`src/rtl/mult_seq_ctrl.sv`:
```
// Sequencing controller for the HI/LO unit: issues MULTU to an external iterative
// shift-add multiplier, captures the 64-bit product into HI/LO, and serves MFHI/MFLO.
module mult_seq_ctrl (
    input  logic        clk,
    input  logic        reset,
    input  logic        op_valid,
    input  logic [1:0]  op_code,
    input  logic [31:0] op_a,
    input  logic [31:0] op_b,
    output logic        op_ready,
    output logic        stall,
    output logic [31:0] mul_a,
    output logic [31:0] mul_b,
    output logic        mul_load,
    output logic        mul_step,
    input  logic [63:0] mul_product,
    output logic        result_valid,
    output logic [31:0] result,
    output logic        busy
);

    localparam int unsigned DATA_W    = 32;
    localparam int unsigned CNT_W     = 6;
    localparam int unsigned LAST_STEP = 31;

    localparam logic [1:0] OP_MULTU = 2'b01;
    localparam logic [1:0] OP_MFHI  = 2'b10;
    localparam logic [1:0] OP_MFLO  = 2'b11;

    typedef enum logic [1:0] {
        IDLE  = 2'b00,
        LOAD  = 2'b01,
        RUN   = 2'b10,
        WRITE = 2'b11
    } state_t;

    state_t              state_q, state_d;
    logic [CNT_W-1:0]    cnt_q, cnt_d;
    logic [DATA_W-1:0]   hi_q, hi_d;
    logic [DATA_W-1:0]   lo_q, lo_d;
    logic [DATA_W-1:0]   mul_a_q, mul_a_d;
    logic [DATA_W-1:0]   mul_b_q, mul_b_d;
    logic [DATA_W-1:0]   result_q, result_d;
    logic                result_valid_q, result_valid_d;
    logic                op_ready_q;
    logic                busy_q;
    logic                mul_load_q;
    logic                mul_step_q;
    logic                accept;

    // op_ready_q mirrors "state is IDLE", so it doubles as the acceptance qualifier
    assign accept = op_valid & op_ready_q;

    // Next-state and datapath
    always_comb begin
        state_d        = state_q;
        cnt_d          = cnt_q;
        hi_d           = hi_q;
        lo_d           = lo_q;
        mul_a_d        = mul_a_q;
        mul_b_d        = mul_b_q;
        result_d       = result_q;
        result_valid_d = 1'b0;

        case (state_q)
            IDLE: begin
                if (accept) begin
                    case (op_code)
                        OP_MULTU: begin
                            mul_a_d = op_a;
                            mul_b_d = op_b;
                            state_d = LOAD;
                        end
                        OP_MFHI: begin
                            result_d       = hi_q;
                            result_valid_d = 1'b1;
                        end
                        OP_MFLO: begin
                            result_d       = lo_q;
                            result_valid_d = 1'b1;
                        end
                        default: ;
                    endcase
                end
            end
            LOAD: begin
                cnt_d   = '0;
                state_d = RUN;
            end
            RUN: begin
                cnt_d = cnt_q + CNT_W'(1);
                if (cnt_q == CNT_W'(LAST_STEP)) begin
                    state_d = WRITE;
                end
            end
            WRITE: begin
                hi_d    = mul_product[2*DATA_W-1:DATA_W];
                lo_d    = mul_product[DATA_W-1:0];
                state_d = IDLE;
            end
            default: state_d = IDLE;
        endcase
    end

    // State register; strobes are decoded from the next state so they line up with it
    always_ff @(posedge clk) begin
        if (reset) begin
            state_q        <= IDLE;
            cnt_q          <= '0;
            hi_q           <= '0;
            lo_q           <= '0;
            mul_a_q        <= '0;
            mul_b_q        <= '0;
            result_q       <= '0;
            result_valid_q <= 1'b0;
            op_ready_q     <= 1'b1;
            busy_q         <= 1'b0;
            mul_load_q     <= 1'b0;
            mul_step_q     <= 1'b0;
        end else begin
            state_q        <= state_d;
            cnt_q          <= cnt_d;
            hi_q           <= hi_d;
            lo_q           <= lo_d;
            mul_a_q        <= mul_a_d;
            mul_b_q        <= mul_b_d;
            result_q       <= result_d;
            result_valid_q <= result_valid_d;
            op_ready_q     <= (state_d == IDLE);
            busy_q         <= (state_d != IDLE);
            mul_load_q     <= (state_d == LOAD);
            mul_step_q     <= (state_d == RUN);
        end
    end

    assign op_ready     = op_ready_q;
    assign stall        = op_valid & ~op_ready_q;
    assign busy         = busy_q;
    assign mul_a        = mul_a_q;
    assign mul_b        = mul_b_q;
    assign mul_load     = mul_load_q;
    assign mul_step     = mul_step_q;
    assign result       = result_q;
    assign result_valid = result_valid_q;

endmodule

```
`config.mk`:
```
export PLATFORM = sky130hd
export DESIGN_NAME = mult_seq_ctrl
export DESIGN_NICKNAME = d
export VERILOG_FILES = /design/src/rtl/mult_seq_ctrl.sv
export SDC_FILE = /design/constraint.sdc
export NUM_CORES = 1
export LEC_CHECK = 0
export CORE_MARGIN = 8
export CORE_UTILIZATION = 23
export CTS_CLUSTER_DIAMETER = 30
export CTS_CLUSTER_SIZE = 8
export DETAILED_ROUTE_END_ITERATION = 10
export SYNTH_ARGS = -nofsm -noshare
export SYNTH_HDL_FRONTEND = slang
export SYNTH_SLANG_ARGS = --single-unit
```
`constraint.sdc`:
```
create_clock -name clk -period 1.46 [get_ports clk]
set_input_delay 0.219 -clock clk [delete_from_list [all_inputs] [get_ports clk]]
set_output_delay 0.219 -clock clk [all_outputs]
set_load 0.005 [all_outputs]
```
== Word level (Yosys, flattened, before mapping) ==
Cells that the tools add are included.
Widths: inputs -> output; s select.

* Register bits after elaboration: 173
* Input port bits: 133
* Logic and storage cells: 43

* Bitwise logic cells: 5
* Reduce and logical (&&, ||, !) cells: 9
* $add $sub $neg: 1
* Muxes and demuxes: 7
* Equal/unequal tests: 9

{| class="wikitable"
|+ Operators by type and width
! cell !! count
|-
| $pmux 32 s2 || 1
|-
| $pmux 6 s2 || 1
|-
| $eq 2x2->1 const B || 5
|-
| $pmux 2 s4 || 1
|-
| $add 6x1->6 const B || 1
|-
| $eq 2x1->1 const B || 3
|-
| $eq 6x5->1 const B || 1
|-
| $mux 2 || 3
|-
| $reduce_and 3->1 || 2
|-
| $reduce_bool 2->1 || 3
|-
| $logic_not 2->1 || 2
|-
| $not 1->1 || 3
|-
| $reduce_or 3->1 || 1
|-
| $and 1x1->1 || 2
|-
| $reduce_or 2->1 || 1
|-
| $mux 1 || 1
|}

== Longest topological paths before layout ==
* Depth after elaboration: 5
* Depth in mapped cells: 7
* Mapped depth without buffers: 5

== Worst setup path before layout ==
OpenSTA, ideal clock, no wires.

* Kind: register to register
* From: register state_q[0]
* To: register cnt_q[5]
* Stages on the path, launching flop included: 7
* Required time: 1,390 ps
* Path buffers: 1
* Setup slack: 56 ps
* Setup time: 70 ps
* Data arrival time: 1,334 ps
* Cells stage by stage: dfxtp_1 inv_1 ha_1 buf_2 nand3_1 or3_1 a21oi_1

* Word-level cells in the longest chain between the ends: 2
* Elaborated cells between the ends (all ways): 4

{| class="wikitable"
|+ RTL lines
! what !! RTL line !! RTL
|-
| start: declaration || 37 || <nowiki>state_t state_q, state_d;</nowiki>
|-
| start signal: assignment || 121 || <nowiki>state_q <= state_d;</nowiki>
|-
| $eq 2x2->1 or $eq 2x1->1 (tied branches) || 65 || <nowiki>case (state_q)</nowiki>
|-
| $pmux 6 s2 or $reduce_bool 2->1 (tied branches) || -- ||
|-
| end signal: assignment || 122 || <nowiki>cnt_q <= cnt_d;</nowiki>
|-
| end: declaration || 38 || <nowiki>logic [CNT_W-1:0] cnt_q, cnt_d;</nowiki>
|}

Several ways; a longest one is shown, not always the timed one.
A chain may end at the register's enable or synchronous reset.

== Worst setup path in the final report ==
* From: register state_q[0]
* To: register op_ready_q, in the netlist op_ready

* Word-level cells in the longest chain between the ends: 4
* Elaborated cells between the ends (all ways): 9

{| class="wikitable"
|+ RTL lines
! what !! RTL line !! RTL
|-
| $mux 2 || 68 || <nowiki>case (op_code)</nowiki>
|-
| $mux 2 || 67 || <nowiki>if (accept) begin</nowiki>
|-
| $pmux 2 s4 (*) || 65 ||
|-
| $logic_not 2->1 (*) || 129 || <nowiki>op_ready_q <= (state_d == IDLE);</nowiki>
|-
| end signal: assignment || 129 ||
|-
| end: declaration || 45 || <nowiki>logic op_ready_q;</nowiki>
|}

Mark *: on every way between the ends. The rest lies on a longest branch, timed or not.

==> results.ini <==
[worst_setup_path]
crit_chain = inv_2 > buf_6 > ha_4 > inv_2 > o32a_1 > a31o_2
max_stage_delay_ns = 0.40
arrival_ns = 1.75
critical-path-slowest-cell = o32a_1
path_class = reg2reg
crit_path_max_fanout = 5
worst_setup_path_end_kind = flop
cp_common_cell = inv_2
required_ns = 1.77
worstRegToRegCells = 6
cp-start-kind = flop

[clocking]
clk_latency_ns = 0.43
hold_buffers = 0
cts.path.max_buffers = 2
cts_root_buf = clkbuf_16
cts_htree_levels = 4
clock_sinks = 173
cts_tree = built
clkTransAtPathRegs_ns = 0.08
cts_buffers = 17

[global_routing]
antenna_found_initial = 2
grt_max_degree = 56
grt_use_total_pct = 13.09
grt_pass1_vias = 6223
grt_pass1_wl_mm = 36.49
grt-ovfl-total = 0

[flow_run]
maxCapViolCount = 0

[placed_design]
gp_congestion = 0.7540
post-place-ws_ns = -0.2376
placed_area_um2 = 9793
io_buffers = 234
dp.final_hpwl_mm = 16.23

[route]
drc = 0
avgViaCountPerCell = 4.474
routed_wl_mm = 24.22
drtIter0Drc = 346
wl_per_cell_um = 17.54
drt-pass1-iter-count = 5
vias = 6179
detail-route-antenna-nets = 0

[power]
p_leak_nw = 3.961
irDropWorstVdd_uv = 577.0
cellPowerDensity_nw_per_um2 = 1082

[synth]
synthMuxAreaShare_pct = 9.446
ys_top_cells_by_count = 173 x dfxtp_1, 101 x nor2_1, 100 x nand3_1
synth_area_per_cell_um2 = 9.164
synth_edf_count = 0
synth_cell_types = 33
netlist_area_um2 = 6782
synth_compound_area_share_pct = 16.38
synthCells = 740
synth_top_family_by_area = compound AO/OA/AOI/OAI gates
ys_seq_area_share_pct = 51.07
netlist.area_leader.share_pct = 51.07
synthXorXnorAreaFrac_pct = 0.5166
synthFlopType = dfxtp_1
synth_area_leaders = dfxtp_1 51%, mux2i_1 9.4%, nand3_1 7.4%, nor2_1 5.6%, a21oi_1 4.9%
synth_top_area_cell = dfxtp_1
syn_nets = 878
yosys.area_share.simple_pct = 16.22
async_flop_share_pct = 0
synth_fa_ha_area_share_pct = 0.9225
yosysMostFrequentCell = dfxtp_1
ys_warn_count = 0
synth_seq_cells = 173

[floorplanning]
ios = 235
die_width_um = 187.7
fp.dieArea_um2 = 35240
num_rows = 63
start_util_pct = 23.13
coreArea_um2 = 29320
die_h_um = 187.7

[timing]
worst_slew_pin_slew_ns = 0.4369
maxSlewViolCount = 0
setup_ws_ns = 0.01735
slew_headroom_pct = 70.68
worst_clock_skew_ns = 0.01488
period_minus_slack_ns = 1.443
finalSetupViolations = 0
fmax_mhz = 693.2
hold_violations = 0
min_period_over_period_pct = 98.81
rsz0062_at_grt = yes

[status]
status = finished clean

[final_layout]
synthToLayoutAreaGrowth_pct = 56.11
drive_gt1_share_pct = 15.45
final_cell_area_um2 = 10590
nNetsFinal = 1115

[min_path]
hold_depth = 2
min_path_type = in2reg

-- layout by cell type, fill, tap and decap left out, types with 3 or more instances in the layout --
cell type and count:
nor2_2 6, inv_6 3, nor2_1 95, nand3_1 99, inv_8 5, a311oi_2 23
buf_4 31, ha_4 4, o21ai_0 64, a21oi_1 63, dfxtp_2 14, buf_12 16
a21oi_2 4, a311oi_1 9, clkbuf_16 19, dlygate4sd2_1 101, clkdlybuf4s50_1 130, buf_6 5
mux2i_1 64, nand2_1 35, xor2_1 3, dfxtp_1 159, inv_2 3
-- through the flow --
stage / power, mW / hold slack [ns] / utilization (%) / std cells / setup TNS (ns)
after floorplan: 5.754 / 0.3661 / - / 740 / 0
after global placement: 6.798 / 0.4598 / 33.40 / 1340 / -14.89
after detailed placement: 6.809 / 0.4657 / 33.40 / 1340 / -16.21
after CTS: 11.57 / 0.1518 / 35.79 / 1380 / -0.05637
after global routing: 11.96 / 0.1541 / 36.10 / 1381 / -1.556
final: 11.45 / 0.1555 / 36.10 / 1381 / 0
-- routing by layer --
metal / GRT usage (%) / part of all wire (%) / up-vias
li1: - / - / 3072
met1: 15.85 / 44 / 2968
met2: 22.48 / 51 / 115
met3: 2.972 / 3.4 / 22
met4: 4.515 / 1.7 / 2
met5: 0 / 0.054 / -
-- power breakdown --
part	switching [mW]	internal [mW]	total, mW	leakage (nW)
Clock	2.22	2.46	4.68	0.290
Sequential	0.0917	4.90	4.99	1.41
Combinational	0.850	0.938	1.79	2.26
-- logic make-up after synthesis --
group	count (synthesis)
flops	173
simple gates	248
compound gates	170
buf+inv	76
fa+ha+maj	5
mux	64
xor+xnor	4
-- sequential cells by signal, summed over array words and instances, names as in the netlist, 2 cells and up --
name     count
lo_q        32
mul_b       32
cnt_q        6
hi_q        32
state_q      2
mul_a       32
result      32
-- cell type report --
class	count	area, µm²
fill	3055	18740
sequential	173	3481
multi-input combinational	491	3075
timing repair buffer	290	2925
tap	390	488.0
clock buffer	17	425.4
clock inverter	15	173.9
inverter	4	15.01
antenna	1	2.502
-- worst max-delay path: cells and delay by family, from the launching register on --
family	cells	cell delay (ns)
buf+inv	3	0.24
compound gates	2	0.63
fa+ha+maj	1	0.14
flops	1	0.33
-- worst paths after layout --
path	endpoint	from	slack, ns
max	op_ready$_SDFF_PP1_	state_q[0]$_SDFF_PP0_	0.02
min	lo_q[2]$_SDFFE_PP0N_	reset	0.16
max reg2reg	op_ready$_SDFF_PP1_	state_q[0]$_SDFF_PP0_	0.02
min reg2reg	result[24]$_SDFFE_PP0P_	hi_q[24]$_SDFFE_PP0N_	0.47
-- repair_timing --
item / 4_1_cts / 5_1_grt
resized for setup: 130 / 27
pin swaps: 8 / 15
setup endpoints to repair: 190 / 86
cloned: 4 / 2
setup buffers: 5 / 0
No activity file was read; power rests on OpenSTA's default activity.
